File: config.mk
export PLATFORM = sky130hd
export DESIGN_NAME = softmax_stream_loader
export DESIGN_NICKNAME = d
export VERILOG_FILES = /design/src/rtl/softmax_pkg.sv /design/src/rtl/fp32_max_tracker.sv /design/src/rtl/softmax_stream_loader.sv
export SDC_FILE = /design/constraint.sdc
export NUM_CORES = 1
export LEC_CHECK = 0
export ABC_AREA = 1
export CORE_MARGIN = 10
export CORE_UTILIZATION = 35
export CTS_BUF_LIST = sky130_fd_sc_hd__clkbuf_8
export DETAILED_ROUTE_END_ITERATION = 10
export PLACE_DENSITY = 0.65
export REMOVE_ABC_BUFFERS = 1
export SYNTH_ARGS = -nofsm -noshare
export SYNTH_HDL_FRONTEND = slang
export SYNTH_HIERARCHICAL = 1
export SYNTH_SLANG_ARGS = --single-unit
File: constraint.sdc
create_clock -name clk -period 2.5 [get_ports clk]
set_input_delay 0.5 -clock clk [delete_from_list [all_inputs] [get_ports clk]]
set_output_delay 0.5 -clock clk [all_outputs]
set_load 0.01 [all_outputs]
File: src/rtl/softmax_pkg.sv
// ============================================================================
// Module   : softmax_pkg
// Purpose  : Shared types, constants and fp32 ordering helper for the softmax
//            stream loader and its max tracker.
// Revision : 1.0 - initial release
// ============================================================================
`default_nettype none

package softmax_pkg;

    // Loader FSM states
    typedef enum logic [1:0] {
        IDLE = 2'd0,
        LOAD = 2'd1,
        PAD  = 2'd2,
        DONE = 2'd3
    } state_t;

    // fp32 negative infinity, the fill word that makes exp() contribute 0
    localparam logic [31:0] FP32_NEG_INF = 32'hFF80_0000;

    // Map an fp32 bit pattern onto an unsigned key whose integer order matches
    // the float order (-0 sits just below +0; NaNs land beyond the infinities).
    function automatic logic [31:0] fp32_key(input logic [31:0] x);
        return x[31] ? ~x : (x | 32'h8000_0000);
    endfunction

endpackage

`default_nettype wire

File: src/rtl/fp32_max_tracker.sv
// ============================================================================
// Module   : fp32_max_tracker
// Purpose  : Running fp32 maximum. Seed loads the first word of a frame,
//            update keeps the larger of the stored word and the new word,
//            reset clears the register to zero.
// Revision : 1.0 - initial release
// ============================================================================
`default_nettype none

module fp32_max_tracker
    import softmax_pkg::*;
(
    input  logic        clk,
    input  logic        rst,
    input  logic        i_seed,
    input  logic        i_update,
    input  logic [31:0] i_data,
    output logic [31:0] o_max
);

    logic [31:0] r_max;
    logic        w_greater;

    assign w_greater = (fp32_key(i_data) > fp32_key(r_max));
    assign o_max     = r_max;

    // Seed takes priority so a new frame never compares against the old max
    always_ff @(posedge clk) begin
        if (rst) begin
            r_max <= 32'h0000_0000;
        end else if (i_seed) begin
            r_max <= i_data;
        end else if (i_update && w_greater) begin
            r_max <= i_data;
        end
    end

endmodule

`default_nettype wire

File: src/rtl/softmax_stream_loader.sv
// ============================================================================
// Module   : softmax_stream_loader
// Purpose  : Accepts one frame of fp32 logits over valid/ready, writes it to
//            RAM1 port A at addresses 0..TOTAL_WORDS-1, pads short frames with
//            PAD_VALUE and flags the completed buffer to the control unit.
//            Optional frame maximum tracking: define SOFTMAX_MAX_TRACK_EN.
//            With the macro, DATA_WIDTH must be 32.
// Revision : 1.0 - initial release
// ============================================================================
`default_nettype none

module softmax_stream_loader
    import softmax_pkg::*;
#(
    parameter int unsigned           TOTAL_WORDS = 1024,
    parameter int unsigned           DATA_WIDTH  = 32,
    parameter int unsigned           ADDR_WIDTH  = 10,
    parameter logic [DATA_WIDTH-1:0] PAD_VALUE   = 32'hFF80_0000
) (
    input  logic                  clk,
    input  logic                  rst,
    input  logic                  in_valid,
    output logic                  in_ready,
    input  logic [DATA_WIDTH-1:0] in_data,
    input  logic                  in_last,
    output logic                  ram_en,
    output logic                  ram_wr_en,
    output logic [ADDR_WIDTH-1:0] ram_addr,
    output logic [DATA_WIDTH-1:0] ram_data,
    output logic                  frame_valid,
    input  logic                  frame_ack,
    output logic [ADDR_WIDTH:0]   frame_count,
    output logic [DATA_WIDTH-1:0] frame_max,
    output logic                  err_short,
    output logic                  err_long
);

    localparam int unsigned      CW         = ADDR_WIDTH + 1;
    localparam logic [CW-1:0]    c_LAST_IDX = CW'(TOTAL_WORDS - 1);

    state_t                r_state;
    state_t                w_state_next;

    logic                  r_in_ready;
    logic                  r_ram_en;
    logic [ADDR_WIDTH-1:0] r_ram_addr;
    logic [DATA_WIDTH-1:0] r_ram_data;
    logic                  r_frame_valid;
    logic [CW-1:0]         r_count;
    logic [CW-1:0]         r_pad_ptr;
    logic                  r_err_short;
    logic                  r_err_long;

    logic                  w_accept;
    logic                  w_first;
    logic [CW-1:0]         w_idx;
    logic                  w_at_end;
    logic                  w_pad_end;
    logic                  w_ram_wr;
    logic [ADDR_WIDTH-1:0] w_ram_addr;
    logic [DATA_WIDTH-1:0] w_ram_data;

    // A beat is taken only when the registered ready was high in this cycle
    assign w_accept  = in_valid & r_in_ready;
    assign w_first   = w_accept & (r_state == IDLE);
    // Index of the incoming beat: IDLE always writes slot 0 of a fresh frame
    assign w_idx     = (r_state == IDLE) ? '0 : r_count;
    assign w_at_end  = (w_idx == c_LAST_IDX);
    assign w_pad_end = (r_pad_ptr == c_LAST_IDX);

    // State register
    always_ff @(posedge clk) begin
        if (rst) begin
            r_state <= IDLE;
        end else begin
            r_state <= w_state_next;
        end
    end

    // Next-state and write-port selection
    always_comb begin
        w_state_next = r_state;
        w_ram_wr     = 1'b0;
        w_ram_addr   = w_idx[ADDR_WIDTH-1:0];
        w_ram_data   = in_data;
        case (r_state)
            IDLE, LOAD: begin
                if (w_accept) begin
                    w_ram_wr = 1'b1;
                    if (w_at_end) begin
                        w_state_next = DONE;
                    end else if (in_last) begin
                        w_state_next = PAD;
                    end else begin
                        w_state_next = LOAD;
                    end
                end
            end
            PAD: begin
                w_ram_wr   = 1'b1;
                w_ram_addr = r_pad_ptr[ADDR_WIDTH-1:0];
                w_ram_data = PAD_VALUE;
                if (w_pad_end) begin
                    w_state_next = DONE;
                end
            end
            DONE: begin
                // Ack only counts once frame_valid is actually visible
                if (frame_ack && r_frame_valid) begin
                    w_state_next = IDLE;
                end
            end
            default: begin
                w_state_next = IDLE;
            end
        endcase
    end

    // Registered outputs, frame bookkeeping and pad pointer
    always_ff @(posedge clk) begin
        if (rst) begin
            r_in_ready    <= 1'b0;
            r_ram_en      <= 1'b0;
            r_ram_addr    <= '0;
            r_ram_data    <= '0;
            r_frame_valid <= 1'b0;
            r_count       <= '0;
            r_pad_ptr     <= '0;
            r_err_short   <= 1'b0;
            r_err_long    <= 1'b0;
        end else begin
            r_in_ready    <= (w_state_next == IDLE) || (w_state_next == LOAD);
            r_ram_en      <= w_ram_wr;
            // frame_valid trails DONE entry by one cycle so RAM1 holds the last word
            r_frame_valid <= (r_state == DONE) && !(frame_ack && r_frame_valid);
            if (w_ram_wr) begin
                r_ram_addr <= w_ram_addr;
                r_ram_data <= w_ram_data;
            end
            if (w_first) begin
                r_err_short <= 1'b0;
                r_err_long  <= 1'b0;
            end
            if (w_accept) begin
                r_count <= w_idx + 1'b1;
                if (w_at_end) begin
                    r_err_long <= ~in_last;
                end else if (in_last) begin
                    r_err_short <= 1'b1;
                    r_pad_ptr   <= w_idx + 1'b1;
                end
            end
            if (r_state == PAD) begin
                r_pad_ptr <= r_pad_ptr + 1'b1;
            end
        end
    end

`ifdef SOFTMAX_MAX_TRACK_EN
    fp32_max_tracker u_max (
        .clk      (clk),
        .rst      (rst),
        .i_seed   (w_first),
        .i_update (w_accept & ~w_first),
        .i_data   (in_data),
        .o_max    (frame_max)
    );
`else
    assign frame_max = '0;
`endif

    assign in_ready    = r_in_ready;
    assign ram_en      = r_ram_en;
    assign ram_wr_en   = r_ram_en;
    assign ram_addr    = r_ram_addr;
    assign ram_data    = r_ram_data;
    assign frame_valid = r_frame_valid;
    assign frame_count = r_count;
    assign err_short   = r_err_short;
    assign err_long    = r_err_long;

endmodule

`default_nettype wire

# ---- Word level (Yosys, flattened, before mapping)
# Index checks and enable logic that the tools add are counted.
dict set report word_totals {
  elab_cells 54
  input_bits 37
  ff_bits 71
}
dict set report classes {
  mux 22
  n_bitwise 3
  n_eq_ne 7
  n_addsub 2
  reduce_logical 10
}
# operator count
set ops {}
lappend ops {{$mux 11} 5}
lappend ops {{$mux 32} 1}
lappend ops {{$add 11x1->11 const B} 2}
lappend ops {{$eq 11x10->1 const B} 2}
lappend ops {{$mux 10} 1}
lappend ops {{$mux 2} 5}
lappend ops {{$mux 1} 8}
lappend ops {{$pmux 2 s3} 1}
lappend ops {{$eq 2x1->1 const B} 2}
lappend ops {{$eq 2x2->1 const B} 2}
lappend ops {{$logic_not 2->1} 2}
lappend ops {{$reduce_bool 2->1} 2}
lappend ops {{$reduce_and 3->1} 1}
lappend ops {{$and 1x1->1} 2}
lappend ops {{$logic_and 1x1->1} 2}
lappend ops {{$ne 2x1->1 const B} 1}
lappend ops {{$pmux 1 s2} 1}
lappend ops {{$reduce_or 2->1} 1}
lappend ops {{$logic_not 1->1} 1}
lappend ops {{$logic_or 1x1->1} 1}
lappend ops {{$not 1->1} 1}

# ---- Logic depth before layout (Yosys ltp)
dict set report logic_depth {
  word_depth 8
  ltp_mapped 12
}

# ---- Worst setup path before layout
# No wires, ideal clock.
dict set report synth_path {
  path_type {reg2reg}
  start {register with a tool-made name}
  end {register r_pad_ptr[3]}
  n_path_buf 1
  slack_ps 715
  synth_period_minus_slack_ps 1785
  path_stages_with_launch 12
  arrival_ps 1672
  path_cell_list {dfxtp_1 nor2_4 nor2_1 ha_1 nand4_4 nor2_4 nand3_4 nand2_4 nand2_4 buf_6 o21ai_1 nor2_1}
}
# element line_no
set synth_lines {}
lappend synth_lines {{end signal: assignment} softmax_stream_loader.sv:150} ;# r_pad_ptr <= w_idx + 1'b1;
lappend synth_lines {{end signal: assignment} softmax_stream_loader.sv:154} ;# r_pad_ptr <= r_pad_ptr + 1'b1;
lappend synth_lines {{end: declaration} softmax_stream_loader.sv:50} ;# logic [CW-1:0] r_pad_ptr;

==> run_results.csv <==
group,metric,value,unit
route,viasPerCell,4.69,
final_layout,nFillCells,965,
place,dp_slack,0.309,ns
global_route,grtUsageMet3,0.0468,
pwr,p_sw,1.10,mW
clock_tree,cts_htree_levels,3,
clock_tree,cts_buffers,9,
route,dr.pass1.iters,4,
pwr,power,3.12,mW
synthesis,ys.flop_type,"dfxtp_1",
route,drtIter0Drc,226,
synthesis,yosys.area.top_type_share,0.413,
floorplan,die_h,119,um
pwr,seq_power_share,0.441,
timing,rsz0062_at_grt,"false",
synthesis,synthTopCellsByCount,"nand2_1, dfxtp_1, nor2_1",
global_route,antenna_found_initial,0,
global_route,use_met2,0.219,
timing,fin_crit_sh,0.840,
clock_tree,clk_latency,0.36,ns
route,drc,0,
route,wirelength,10300,um
clock_tree,tritoncts,"done",
pwr,power_frac_comb,0.279,
synthesis,ys_warn_count,6,
timing,skew,0.0140,ns
clock_tree,path_clk_slew,0.08,ns
pwr,cell_internal_pwr,2.02,mW
route,ant_nets,0,
place,port_buffers,95,
timing,setup_violations,0,
critical_path,crit_fanout,13,
job,cap_viol_max_count,0,
critical_path,arrival,2.40,ns
critical_path,crit_type,"reg -> reg",
place,dp_hpwl,7630,um
global_route,grt_pass1_vias,3214,
final_layout,num-nets-final,609,
pwr,ir_worst_vdd,304,uV
outcome,status,"finished, final reports clean",
pwr,powerDensity,680,mW/mm^2
synthesis,yosysTopAreaCell,"dfxtp_1",
clock_tree,cts_resized,0,
timing,slew_violations,0,
final_layout,num_antenna_cells,0,
final_layout,finalInstanceArea,0.00459,mm^2
critical_path,endpoint_kind,"register",
clock_tree,cts.sinks,71,
synthesis,synth-seq-cells,71,
critical_path,start_kind,"register",
global_route,top_usage_layer,"met2",
final_layout,syn_to_final_growth,33.3,%
timing,final.setup.worst_slack,0.401,ns
floorplan,num_rows,36,
floorplan,start_util,0.355,
worst_hold_path,hold_path.class,"reg -> reg",
pwr,clkPwrFrac,0.281,
place,place_area,0.00440,mm^2
floorplan,die_w,119,um
floorplan,dieArea,0.0142,mm^2
route,route.vias.total,3322,
synthesis,ys_types,31,
synthesis,synth_most_common_cell,"nand2_1",
pwr,switching_share,0.354,
clock_tree,cts_setup_buffers,0,
synthesis,synth-edff-count,0,
clock_tree,cts_root_buffer,"clkbuf_8",
global_route,grt_max_degree,34,
floorplan,core_area,0.00968,mm^2
floorplan,io_pins,128,
place,gp_congestion,0.882,
global_route,grt_pass1_wl,16700,um
route,wire_per_inst,14.5,um
synthesis,syn-cell-area,0.00344,mm^2
clock_tree,cts_buffer_depth,2,
timing,fmax,476,MHz
synthesis,syn_area_per_cell,7.20,um^2
synthesis,synth_cells,478,
global_route,grt_usage,0.142,
critical_path,cp.required,2.80,ns
clock_tree,hold_buffers,0,
final_layout,drive_gt1_frac,0.0887,
global_route,met1_usage,0.183,
synthesis,async_flop_share,0,
pwr,p_leak,1.79,nW
timing,hold_viol,0,
synthesis,synth_seq_area_share,0.413,
timing,min_period,2.10,ns
global_route,overflow,0,
synthesis,synthTopCellsByArea,"dfxtp_1, nand2_1, buf_4, a21oi_1, nor2_1",
[worst max-delay path, stage by stage (launching register included)]
cell     delay (ns)
dfxtp_1        0.47
nor2_4         0.13
nor2_1         0.16
ha_1           0.27
nand4_4        0.14
nor2_4         0.17
nand3_4        0.12
nand2_4        0.11
nand2_4        0.12
inv_1          0.18
nor2_1         0.06
nor2_1         0.10
[through the flow]
stage	cells	hold WS [ns]	utilization	TNS, ns
6_report	708	0.463	0.474	0
5_1_grt	708	0.479	0.474	0
4_1_cts	708	0.465	0.474	0
3_5_place_dp	692	0.453	0.455	0
3_3_place_gp	692	0.447	0.455	0
2_1_floorplan	456	0.469	-	-3.81
[path summary, 6_finish.rpt]
kind / start / end / slack, ns / cells after the start
worst max-delay path: register / r_pad_ptr[5] / 0.40 / 11
worst min-delay path: ram_data[21] / ram_data[21] / 0.46 / 2
worst max register to register: register / r_pad_ptr[5] / 0.40 / 11
worst min register to register: ram_data[21] / ram_data[21] / 0.46 / 2
[flip-flops by register name, indices dropped and copies added, names as in the netlist, named ones only]
register     cells
frame_valid      1
frame_count     11
ram_en           1
in_ready         1
err_long         1
ram_data        32
err_short        1
ram_addr        10
r_pad_ptr       11
[metal layers]
metal  up-vias  share of wire
li1       1666              -
met1      1527           0.47
met2       122           0.43
met3         7          0.084
met4         0          0.010
met5         -              0
[power groups by stage]
stage / clock (mW) / sequential [mW] / combinational [mW]
6_report: 0.876 / 1.38 / 0.869
5_1_grt: 0.942 / 1.39 / 0.965
4_1_cts: 0.899 / 1.37 / 0.874
3_5_place_dp: 0 / 1.40 / 0.869
3_3_place_gp: 0 / 1.40 / 0.859
2_1_floorplan: 0 / 1.42 / 0.405
[cell families after synthesis]
logic type | count (synthesis) | synth area share
fa+ha+maj | 2 | 0.00727
buf+inv | 92 | 0.140
compound gates | 84 | 0.146
flops | 71 | 0.413
simple gates | 225 | 0.285
other cells | 1 | 0.00109
xor+xnor | 3 | 0.00763
[area by class of cell]
class	instances	area [um^2]	share of cell area
inverter	39	146	0.0319
sequential	71	1420	0.310
multi-input combinational	346	1660	0.361
timing repair buffer	103	1010	0.220
tap	133	166	0.0363
clock inverter	7	61.3	0.0134
clock buffer	9	124	0.0270
[placed cells by master (no fill, tap or decap)]
master / count
a31oi_1: 10
o22ai_1: 1
clkinv_4: 1
inv_1: 34
o21a_1: 1
nor2_2: 5
o21ai_0: 12
nand4_1: 3
clkdlybuf4s50_1: 95
a21oi_1: 41
nor2_4: 3
nor2_1: 41
buf_4: 8
inv_6: 3
nor3_1: 3
nand3_4: 1
ha_1: 2
clkbuf_8: 9
nand3_1: 25
clkinv_1: 1
dfxtp_1: 71
conb_1: 32
nand4_4: 1
or2_2: 1
o21ai_1: 6
nand3b_1: 1
nand2_1: 138
o221a_2: 9
inv_2: 4
o211ai_1: 4
inv_8: 1
xor2_1: 3
nand2_4: 3
clkinvlp_4: 2
No activity file was read; power rests on OpenSTA's default activity.
